<file path="src/rtl/mips_wb_pkg.sv">
// Shared load-type encoding and extension helpers for the writeback path.
package mips_wb_pkg;

  typedef enum logic [2:0] {
    LT_W  = 3'd0,
    LT_B  = 3'd1,
    LT_BU = 3'd2,
    LT_H  = 3'd3,
    LT_HU = 3'd4
  } ldtype_t;

  localparam int unsigned XLEN   = 32;
  localparam int unsigned REGA_W = 5;

  // Sign-extend a byte to a full word.
  function automatic logic [31:0] sext8(input logic [7:0] b);
    return {{24{b[7]}}, b};
  endfunction

  // Sign-extend a halfword to a full word.
  function automatic logic [31:0] sext16(input logic [15:0] h);
    return {{16{h[15]}}, h};
  endfunction

endpackage

</file>
<file path="src/rtl/load_align.sv">
// Combinational load formatter: selects the addressed byte/halfword from a
// little-endian word, extends it, and flags naturally misaligned accesses.
// Unknown load types behave as full-word loads.
module load_align
  import mips_wb_pkg::*;
(
  input  logic [31:0] rdata,
  input  logic [1:0]  addr_lo,
  input  logic [2:0]  ldtype,
  output logic [31:0] data,
  output logic        misaligned
);

  logic [7:0]  byte_sel;
  logic [15:0] half_sel;

  // Lane selection and extension by load type.
  always_comb begin
    byte_sel   = rdata[{addr_lo, 3'b000} +: 8];
    half_sel   = rdata[{addr_lo[1], 4'b0000} +: 16];
    data       = rdata;
    misaligned = 1'b0;
    case (ldtype)
      LT_B: begin
        data       = sext8(byte_sel);
        misaligned = 1'b0;
      end
      LT_BU: begin
        data       = {24'd0, byte_sel};
        misaligned = 1'b0;
      end
      LT_H: begin
        data       = sext16(half_sel);
        misaligned = addr_lo[0];
      end
      LT_HU: begin
        data       = {16'd0, half_sel};
        misaligned = addr_lo[0];
      end
      LT_W: begin
        data       = rdata;
        misaligned = (addr_lo != 2'd0);
      end
      default: begin
        data       = rdata;
        misaligned = (addr_lo != 2'd0);
      end
    endcase
  end

endmodule

</file>
<file path="src/rtl/mem_wb_stage.sv">
// MEM/WB pipeline register: formats load data, selects the writeback value,
// drives the register-file write port and counts retired instructions.
// Flush beats stall; writes to r0 and misaligned loads never assert we3.
module mem_wb_stage
  import mips_wb_pkg::*;
#(
  parameter int unsigned RETIRE_W = 32
) (
  input  logic                clk,
  input  logic                rst_n,
  input  logic                m_valid,
  input  logic                m_regwrite,
  input  logic                m_memtoreg,
  input  logic [2:0]          m_ldtype,
  input  logic [1:0]          m_addr_lo,
  input  logic [4:0]          m_wa,
  input  logic [31:0]         m_aluout,
  input  logic [31:0]         m_rdata,
  input  logic                stall_w,
  input  logic                flush_w,
  output logic                we3,
  output logic [4:0]          wa3,
  output logic [31:0]         wd3,
  output logic                w_adel,
  output logic [1:0]          w_badaddr_lo,
  output logic [RETIRE_W-1:0] retired
);

  logic [31:0] load_data;
  logic        load_misaligned;
  logic        adel;
  logic        nxt_we;
  logic [31:0] nxt_wd;
  logic        retire_inc;
  logic        load_cycle;

  load_align u_load_align (
    .rdata      (m_rdata),
    .addr_lo    (m_addr_lo),
    .ldtype     (m_ldtype),
    .data       (load_data),
    .misaligned (load_misaligned)
  );

  // Next-value decode for a normal (non-stalled, non-flushed) cycle.
  always_comb begin
    adel       = 1'b0;
    nxt_we     = 1'b0;
    nxt_wd     = m_aluout;
    retire_inc = 1'b0;
    load_cycle = ~stall_w & ~flush_w;
    if (m_valid & m_memtoreg) begin
      adel = load_misaligned;
    end else begin
      adel = 1'b0;
    end
    if (m_memtoreg) begin
      nxt_wd = load_data;
    end else begin
      nxt_wd = m_aluout;
    end
    nxt_we     = m_valid & m_regwrite & (m_wa != 5'd0) & ~adel;
    retire_inc = load_cycle & m_valid & ~adel;
  end

  // Write-port and exception-flag registers.
  always_ff @(posedge clk or negedge rst_n) begin
    if (!rst_n) begin
      we3          <= 1'b0;
      wa3          <= 5'd0;
      wd3          <= 32'd0;
      w_adel       <= 1'b0;
      w_badaddr_lo <= 2'd0;
    end else if (flush_w) begin
      we3    <= 1'b0;
      wa3    <= 5'd0;
      wd3    <= 32'd0;
      w_adel <= 1'b0;
    end else if (stall_w) begin
      w_adel <= 1'b0;
    end else begin
      we3          <= nxt_we;
      wa3          <= m_wa;
      wd3          <= nxt_wd;
      w_adel       <= m_valid & adel;
      w_badaddr_lo <= m_addr_lo;
    end
  end

  // Retired-instruction counter, wraps naturally.
  always_ff @(posedge clk or negedge rst_n) begin
    if (!rst_n) begin
      retired <= {RETIRE_W{1'b0}};
    end else if (retire_inc) begin
      retired <= retired + {{(RETIRE_W-1){1'b0}}, 1'b1};
    end else begin
      retired <= retired;
    end
  end

endmodule
</file>
<file path="config.mk">
export PLATFORM = sky130hd
export DESIGN_NAME = mem_wb_stage
export DESIGN_NICKNAME = d
export VERILOG_FILES = /design/src/rtl/mips_wb_pkg.sv /design/src/rtl/load_align.sv /design/src/rtl/mem_wb_stage.sv
export SDC_FILE = /design/constraint.sdc
export NUM_CORES = 1
export LEC_CHECK = 0
export CAP_MARGIN = 20
export CORE_MARGIN = 1
export CORE_UTILIZATION = 70
export CTS_BUF_LIST = sky130_fd_sc_hd__clkbuf_8
export CTS_CLUSTER_DIAMETER = 150
export CTS_CLUSTER_SIZE = 16
export DETAILED_ROUTE_END_ITERATION = 8
export DONT_BUFFER_PORTS = 1
export GPL_TIMING_DRIVEN = 0
export PLACE_DENSITY = 0.94
export SLEW_MARGIN = 20
export SYNTH_ARGS = -nofsm -noshare
export SYNTH_HDL_FRONTEND = slang
export SYNTH_HIERARCHICAL = 1
export SYNTH_SLANG_ARGS = --single-unit
</file>
<file path="constraint.sdc">
create_clock -name clk -period 3.5 [get_ports clk]
set_input_delay 0.35 -clock clk [delete_from_list [all_inputs] [get_ports clk]]
set_output_delay 0.35 -clock clk [all_outputs]
set_load 0.005 [all_outputs]
</file>
# --- Yosys cells after proc, flatten, opt, wreduce, memory -nomap -nowiden ---
# Cells that the tools add are included.
word_totals:
  regBits: 73
  input_bits: 81
  out_inout_bits: 73
  elab_cells: 42
op_classes:
  addsub: 1
  eq_ne: 5
  shift: 2
  n_mux: 12
  bitwise_logic: 11
  reduce_logical: 5
ops:
  columns: ["cell", "count"]
  rows:
  - ["$pmux 32 s4", 1]
  - ["$mux 32", 3]
  - ["$add 32x1->32 const B", 1]
  - ["$shiftx 32x6->16", 1]
  - ["$shiftx 32x6->8", 1]
  - ["$mux 5", 2]
  - ["$and 1x1->1", 8]
  - ["$eq 3x2->1 const B", 2]
  - ["$mux 1", 5]
  - ["$reduce_bool 5->1", 1]
  - ["$reduce_or 2->1", 2]
  - ["$eq 3x1->1 const B", 1]
  - ["$eq 3x3->1 const B", 1]
  - ["$not 1->1", 3]
  - ["$ne 2x1->1 const B", 1]
  - ["$pmux 1 s2", 1]
  - ["$reduce_and 2->1", 1]
  - ["$reduce_bool 2->1", 1]

# --- Depth between registers and ports, before layout ---
# Gate-level depths: netlist of run 1.
logic_depth:
  ltp_word: 8
  mapped_depth: 10
  ltp_nobuf: 8

# --- Cells and area by module ---
# Netlist of run 1, hierarchy kept.
modules_own_cells:
  columns: ["mod", "n_inst", "cells_per_inst", "area_per_inst_um2"]
  rows:
  - ["mem_wb_stage", 1, 334, 3499.6]
  - ["load_align", 1, 103, 753.2]

# --- Worst setup path before layout of run 1 ---
# Ideal clock, no wire load.
synth_path:
  path_kind: "input -> register"
  startpoint: "input port m_ldtype[0]"
  endpoint: "register retired[24]"
  setup_ps: 125
  arrival_time_ps: 2085
  t_required_ps: 3375
  path_slack_ps: 1290
  cell_stages: 9
  cell_sequence: "buf_2 or3b_2 a21oi_1 nor2_1 a21boi_4 and4bb_1 buf_4 nand4_1 xnor2_1"
synth_between:
  elab_chain_cells: 6
synth_lines:
  columns: ["item", "line_no", "rtl"]
  rows:
  - ["start, declared", "mem_wb_stage.sv:14", "input logic [2:0] m_ldtype,"]
  - ["$eq 3x2->1 (tied with other cells)", "load_align.sv:23", "case (ldtype)"]
  - ["$reduce_or 2->1 (no line)", null, null]
  - ["$pmux 1 s2 (*)", "load_align.sv:23", null]
  - ["named net load_misaligned", "mem_wb_stage.sv:30", "logic load_misaligned;"]
  - ["$mux 1 (*)", "mem_wb_stage.sv:52", "if (m_valid & m_memtoreg) begin"]
  - ["$not 1->1 (*)", "mem_wb_stage.sv:63", "retire_inc = load_cycle & m_valid & ~adel;"]
  - ["$and 1x1->1 (*)", "mem_wb_stage.sv:63", null]
  - ["end signal, assigned", "mem_wb_stage.sv:93", "retired <= {RETIRE_W{1'b0}};"]
  - ["end signal, assigned", "mem_wb_stage.sv:95", "retired <= retired + {{(RETIRE_W-1){1'b0}}, 1'b1};"]
  - ["end signal, assigned", "mem_wb_stage.sv:97", "retired <= retired;"]
  - ["end, declared", "mem_wb_stage.sv:26", "output logic [RETIRE_W-1:0] retired"]
# The timed path passes the listed nets; every way through them passes the cells marked *.
# A chain may end at the register's enable or synchronous reset.

# --- Final worst setup path of run 1 ---
layout_path:
  startpoint: "input port m_ldtype[0]"
  endpoint: "register retired[16]"
# Same word-level chain as after synthesis.

==> run metrics, run 1 <==
CP max stage cell=or3b_2; largest fanout on the critical path=10; outcome=completed; Final GP Congestion=0.962; ys async rst share=1.00; Int Power=1440 uW; Switching Share=0.287; wire per inst=22.8 um; Syn Inst Count=437; Setup crit end kind=register; largest family of logic cells by synthesized area=simple AND/OR/NAND/NOR gates; flop and latch count out of synthesis=73; relative slew slack=0.576; post-route ant nets=0; final setup TNS=0 ns; Die Y-Extent=79.9 um; Post-Synthesis Cell Area=0.00425 mm2; DR DRC count=0; Post-CTS Resized=0; post-synthesis mux area share=0.119; critical path launch point type=input pin; Adder-Cell Fraction of Synth Area=0.00294; top cell type's share of synthesized area=0.430; n_diodes=0; synth warn=6; DP HPWL=8790 um; Layout area overhead=8.21%; type of the worst setup path=input pin to register; simple-gate share of the synthesized area=0.208; number of iterations in the first detailed-routing pass=5; die area=0.00639 mm2; Crit path arrival time=2.46 ns; fmax=0.452 GHz; period utilisation layout=0.632; Total Power=2020 uW; RSZ-0062 raised after global routing=false; placed cells=512; clock latency on the worst-skew pair=0.35 ns; vias per cell=6.81; DR vias=3609; CTS H-tree depth=3; CTS clock-pin slew for the worst setup and hold paths=0.08 ns; Final Skew=0.00972 ns; Num CTS Buffers=9; layout cells sized above 1=0.121; commonest register cell after synthesis=dfrtp_1; Synth Area in XOR/XNOR=0.0680; Hold Crit Class=input pin to register; grt total ovfl=0; total of max-cap violations=0; post-place setup slack=0.997 ns; initial antenna violation count=0; vias in the first global route=3593; Combinational Power Share=0.154; worst slew pin tran=0.636 ns; syn_nets=519; CTS max path bufs=2; Final Hold Viols=0; Clock Sink Count=73; Setup violations, final=0; worst IR drop on VDD=0.299 mV; CP Cell Sequence=buf_2 > or3b_2 > a21oi_1 > nor2_1 > a21boi_4 > and4bb_1 > buf_4 > nand3_1 > xnor2_1; Core Region=0.00589 mm2; final net count=532; worst stage delay on the critical path=0.55 ns; clock root cell=clkbuf_8; pin count of the biggest net entering global routing=74; Unique masters post-synth=51; Final Slew Violations=0; final instance area=0.00460 mm2; Cell Count, Final, Fillers Out=530; Power Density=439 mW/mm2; post-synth top area cell=dfrtp_1; CP required=3.75 ns; TritonCTS clock tree=built; GRT Util Overall=0.380; Clk pwr share=0.361; Syn Area/Cell=9.73 um2; Post-CTS Setup Inserts=0; cts-stage hold buffer count=2; Lkg Pwr=0.00221 uW; Iteration-0 DRC Markers=264; Die Wd=79.9 um; PortBufs=0; num rows=28; Synth area leaders=dfrtp_1, mux2i_1, nor2_1; starting density of the core=0.723; area of placed instances=0.00435 mm2; first-pass GRT wire length=18100 um; Total Wirelength=12100 um; Net Sw Power=579 uW; Compound-Gate Fraction of Synth Area=0.139; sequential share of the synthesized area=0.430; Seq pwr share=0.485; setup ws final=1.29 ns; # IOs=154; Post-synth EDFFs=0; post-route minimum period=2.21 ns
Yosys cell counts (2+ instances only):
cell and number:
nand4b_1 2, buf_1 6, o21a_1 2, nor2_2 3, xor2_1 13, mux2i_1 37
buf_6 3, nor4_1 5, a211o_1 2, and2_1 6, a221o_1 14, a21oi_1 33
nor2_1 82, nand3_1 13, o21ai_0 4, nand2b_1 2, a32oi_1 2, nand2_1 21
nand4_1 10, and3_1 5, o22ai_1 3, clkbuf_1 7, nor2b_1 2, mux2_2 10
a21o_1 16, and4_1 6, xnor2_1 20, inv_1 3, buf_2 9, dfrtp_1 73
nor3_1 3
logic make-up after synthesis:
| group | after synthesis |
|---|---|
| fa+ha+maj | 1 |
| compound gates | 81 |
| flops | 73 |
| xor+xnor | 33 |
| buf+inv | 29 |
| simple gates | 172 |
| mux | 48 |
placed cells by master (no fill, tap or decap), types with 6 or more instances in the layout:
cell type   n
a21o_1     16
a21oi_1    33
a221o_1    14
and2_1      6
and4_1      6
buf_1       6
buf_2       9
clkbuf_1    7
clkbuf_8    9
dfrtp_1    73
mux2_2     10
mux2i_1    37
nand2_1    21
nand3_1    13
nand4_1    10
nor2_1     82
xnor2_1    20
xor2_1     13
registers in the layout (all words and copies together), names as in the netlist:
register	count
w_adel	1
w_badaddr_lo	2
we3	1
wd3	32
retired	32
wa3	5
path summary, 6_finish.rpt:
path / startpoint / end / slack, ns / cells past startpoint
setup / recovery: m_ldtype[0] / retired[16] / 1.29 / 9
min in group asynchronous: rst_n / retired[29] / 0.57 / 2
max in group asynchronous: rst_n / wd3[25] / 2.64 / 2
setup reg to reg: retired[0] / retired[16] / 1.54 / 6
hold reg to reg: retired[31] / retired[31] / 0.50 / 1
hold / removal: m_addr_lo[0] / w_badaddr_lo[0] / 0.15 / 1
power by group through the flow:
| stage | logic (uW) | registers, uW | clock network [uW] |
|---|---|---|---|
| 2_1_floorplan | 233 | 973 | 0 |
| 3_3_place_gp | 276 | 990 | 0 |
| 3_5_place_dp | 286 | 994 | 0 |
| 4_1_cts | 309 | 978 | 725 |
| 5_1_grt | 343 | 985 | 766 |
| 6_report | 312 | 979 | 728 |
area by class of cell:
| type | instances | area (um2) |
|---|---|---|
| fill | 372 | 1280 |
| sequential | 73 | 1830 |
| clock buffer | 9 | 124 |
| multi-input combinational | 335 | 2280 |
| timing repair buffer | 2 | 37.5 |
| inverter | 3 | 11.3 |
| clock inverter | 7 | 93.8 |
| tap | 75 | 93.8 |
| buffer | 26 | 135 |
per-stage QoR:
| stage | util | hold WS, ns |
|---|---|---|
| final | 0.782 | 0.154 |
| after global routing | 0.782 | 0.155 |
| after CTS | 0.782 | 0.151 |
| after detailed placement | 0.739 | 0.0557 |
| after global placement | 0.739 | 0.0558 |
| after floorplan | - | 0.0544 |
per-layer routing:
metal	vias up	share of wire	track usage
met5	-	0	0
met4	0	0.034	0.175
met3	42	0.10	0.133
met2	204	0.49	0.626
met1	1769	0.38	0.445
li1	1594	-	-
worst max-delay path: cells and delay by family:
| family | cells | cell delay, ns |
|---|---|---|
| XOR/XNOR | 1 | 0.24 |
| buffers and inverters | 2 | 0.38 |
| AO/OA/AOI/OAI | 2 | 0.41 |
| AND/OR/NAND/NOR | 4 | 1.07 |
No activity file was read; power rests on OpenSTA's default activity.
==> run 2, diff against run 1 <==
--- a/config.mk
+++ b/config.mk
@@ -7,14 +7,14 @@
 export LEC_CHECK = 0
 export CAP_MARGIN = 20
 export CORE_MARGIN = 1
-export CORE_UTILIZATION = 70
+export CORE_UTILIZATION = 60
 export CTS_BUF_LIST = sky130_fd_sc_hd__clkbuf_8
 export CTS_CLUSTER_DIAMETER = 150
 export CTS_CLUSTER_SIZE = 16
 export DETAILED_ROUTE_END_ITERATION = 8
 export DONT_BUFFER_PORTS = 1
 export GPL_TIMING_DRIVEN = 0
-export PLACE_DENSITY = 0.94
+export PLACE_DENSITY = 0.87
 export SLEW_MARGIN = 20
 export SYNTH_ARGS = -nofsm -noshare
 export SYNTH_HDL_FRONTEND = slang
==> constraint.sdc (replaced) <==
create_clock -name clk -period 1.98 [get_ports clk]
set_input_delay 0.198 -clock clk [delete_from_list [all_inputs] [get_ports clk]]
set_output_delay 0.198 -clock clk [all_outputs]
set_load 0.005 [all_outputs]
==> run 2 against run 1 <==
Effect of this change:
- first-iteration DRC count is 31% lower
- register-to-register slack worse by 1.3 ns
- die area increased by 16%
- critical endpoint is now retired[30]
- largest power group unchanged
- worst setup slack got worse by 1.2 ns
- wire length shrank 4.0%
- utilization decreased by 10 points
- global-route usage decreased by 6.3 points
- sequential power rose by 78%
- clock-buffer cell count stayed put
==> run metrics, run 2 (synthesized netlist as in run 1, its figures left out) <==
DP HPWL=8510 um (-3.2%); pin count of the biggest net entering global routing=74 (unchanged); die area=0.00743 mm2 (+16%); CTS H-tree depth=3 (unchanged); relative slew slack=0.527 (-0.0489); worst IR drop on VDD=0.370 mV (+24%); Net Sw Power=1090 uW (+89%); DR DRC count=0 (unchanged); critical path's top delay family=simple AND/OR/NAND/NOR gates; total of max-cap violations=0 (unchanged); Hold Crit Class=input pin to register; CP Cell Sequence=buf_2 > or3b_4 > a21oi_1 > nor2_1 > a21boi_4 > and4bb_1 > buf_4 > nand4b_1 > xnor2_1; CP max stage cell=or3b_4; Multi-input gate area=0.00229 mm2 (+0.44%); Setup crit end kind=register; RSZ-0062 raised after global routing=false; Layout area overhead=9.03%; clock root cell=clkbuf_8; commonest non-fill, non-tap cell in the layout=nor2_1; Switching Share=0.321 (+0.0335); Buf/Inv on CP=2 (unchanged); CTS max path bufs=2 (unchanged); vias in the first global route=3590 (-0.083%); Final Hold Viols=0 (unchanged); layout cells sized above 1=0.129 (+0.00794); Int Power=2320 uW (+61%); starting density of the core=0.623 (-0.100); grt total ovfl=0 (unchanged); Final Slew Violations=0 (unchanged); type of the worst setup path=input pin to register; post-route minimum period=1.87 ns; Core Region=0.00683 mm2 (+16%); largest fanout on the critical path=10 (unchanged); n_diodes=0 (unchanged); worst stage delay on the critical path=0.44 ns (-0.11 ns); Final GP Congestion=0.944 (-1.9%); CTS clock-pin slew for the worst setup and hold paths=0.09 ns (about the same); Hold WS=0.0149 ns (-0.139 ns); worst slew pin tran=0.709 ns (+0.0734 ns); first-pass GRT wire length=18100 um (about the same); number of iterations in the first detailed-routing pass=5 (unchanged); commonest cells after routing, fill and taps aside=nor2_1, dfrtp_1, mux2i_1, a21oi_1, nand2_1; Die Y-Extent=86.2 um (+7.8%); post-route ant nets=0 (unchanged); PortBufs=0 (unchanged); GRT Util Overall=0.318 (-0.0625); Crit path arrival time=2.11 ns (-0.35 ns); Num CTS Buffers=9 (unchanged); period utilisation layout=0.947; Total Wirelength=11600 um (-4.0%); DR vias=3569 (-1.1%); TritonCTS clock tree=built; Die Wd=86.2 um (+7.8%); Seq pwr share=0.509 (+0.024); Reg area=0.00183 mm2 (+0.14%); Setup violations, final=0 (unchanged); initial antenna violation count=0 (unchanged); final net count=535 (+0.56%); # IOs=154 (unchanged); outcome=completed; Largest regs=retired: 32 flops, wd3: 32 flops, wa3: 5 flops; CP required=2.21 ns (-1.54 ns); Combinational Power Share=0.160 (+0.006); fmax=0.534 GHz; Clock Sink Count=73 (unchanged); critical path launch point type=input pin; Total Power=3420 uW (+69%); Iteration-0 DRC Markers=181 (-31%); vias per cell=6.44 (-5.4%); Post-CTS Setup Inserts=0 (unchanged); num rows=30 (+7.1%); Layout fillers=530 (+42%); wire per inst=20.9 um (-8.1%); Final Skew=0.0106 ns (+0.000867 ns); Clk pwr share=0.331 (-0.030); clock latency on the worst-skew pair=0.35 ns (about the same); Power Density=737 mW/mm2 (+68%); Lkg Pwr=0.00220 uW (-0.61%)
[run 2: changes by cell type in the layout (fill, tap and decap cells not counted), moves of 2 or more]
cell | before | now
bufinv_16 | 2 | 0
clkinvlp_4 | 1 | 3
inv_6 | 1 | 3
dfrtp_1 | 73 | 71
dlygate4sd3_1 | 1 | 4
dfrtp_2 | 0 | 2
[run 2: cell type report]
| cell class | count | share of cell area |
|---|---|---|
| multi-input cells | 335 | 0.494 |
| flip-flops and latches | 73 | 0.394 |
| plain buffers | 26 | 0.0291 |
| clock buffers | 9 | 0.0267 |
| well taps | 96 | 0.0259 |
| repair buffers | 5 | 0.0146 |
| clock inverters | 7 | 0.0130 |
| inverters | 3 | 0.00243 |
[run 2: repair_timing]
item | in CTS | in global routing
resized for setup | 0 | 3
endpoints found under the setup margin | 0 | 2
hold buffers | 5 | 0
hold endpoints to repair | 76 | 0
[run 2: metal layers]
layer	global-route usage	share of wire	vias to the layer above
met3	0.110	0.10	35
met5	0	0	-
met4	0.156	0.033	0
met2	0.519	0.48	199
li1	-	-	1594
met1	0.374	0.39	1741
[run 2: worst paths after layout]
path	startpoint	end	slack, ns	cells after the start
hold / removal	m_wa[2]	wa3[2]	0.01	2
min in group asynchronous	rst_n	retired[11]	0.39	2
setup reg to reg	retired[1]	retired[30]	0.20	6
hold reg to reg	retired[31]	retired[31]	0.50	1
max in group asynchronous	rst_n	retired[0]	1.28	2
setup / recovery	m_ldtype[0]	retired[30]	0.11	9
[run 2: power by group through the flow]
| stage | combinational (uW) | clock, uW | sequential, uW |
|---|---|---|---|
| final | 545 | 1130 | 1740 |
| after floorplan | 412 | 0 | 1720 |
| after detailed placement | 498 | 0 | 1760 |
| after global placement | 488 | 0 | 1750 |
| after global routing | 605 | 1210 | 1750 |
| after CTS | 541 | 1130 | 1730 |
[run 2: metrics by stage]
step | worst slack, ns | TNS (ns) | area (um2) | util | cells
5_1_grt | 0.0218 | 0 | 4640 | 0.679 | 554
4_1_cts | 0.130 | 0 | 4630 | 0.677 | 554
2_1_floorplan | 0.0506 | 0 | 4260 | - | 437
6_report | 0.106 | 0 | 4640 | 0.679 | 554
3_3_place_gp | -0.204 | -3.12 | 4380 | 0.640 | 533
3_5_place_dp | -0.223 | -3.97 | 4380 | 0.640 | 533
[run 2: worst reg2reg max path: stages, from the launching register on]
cell and delay [ns]:
dfrtp_2 0.46, ha_1 0.16, nor3b_1 0.22, and4bb_1 0.33, buf_4 0.21, nand4b_1 0.13, xnor2_1 0.15
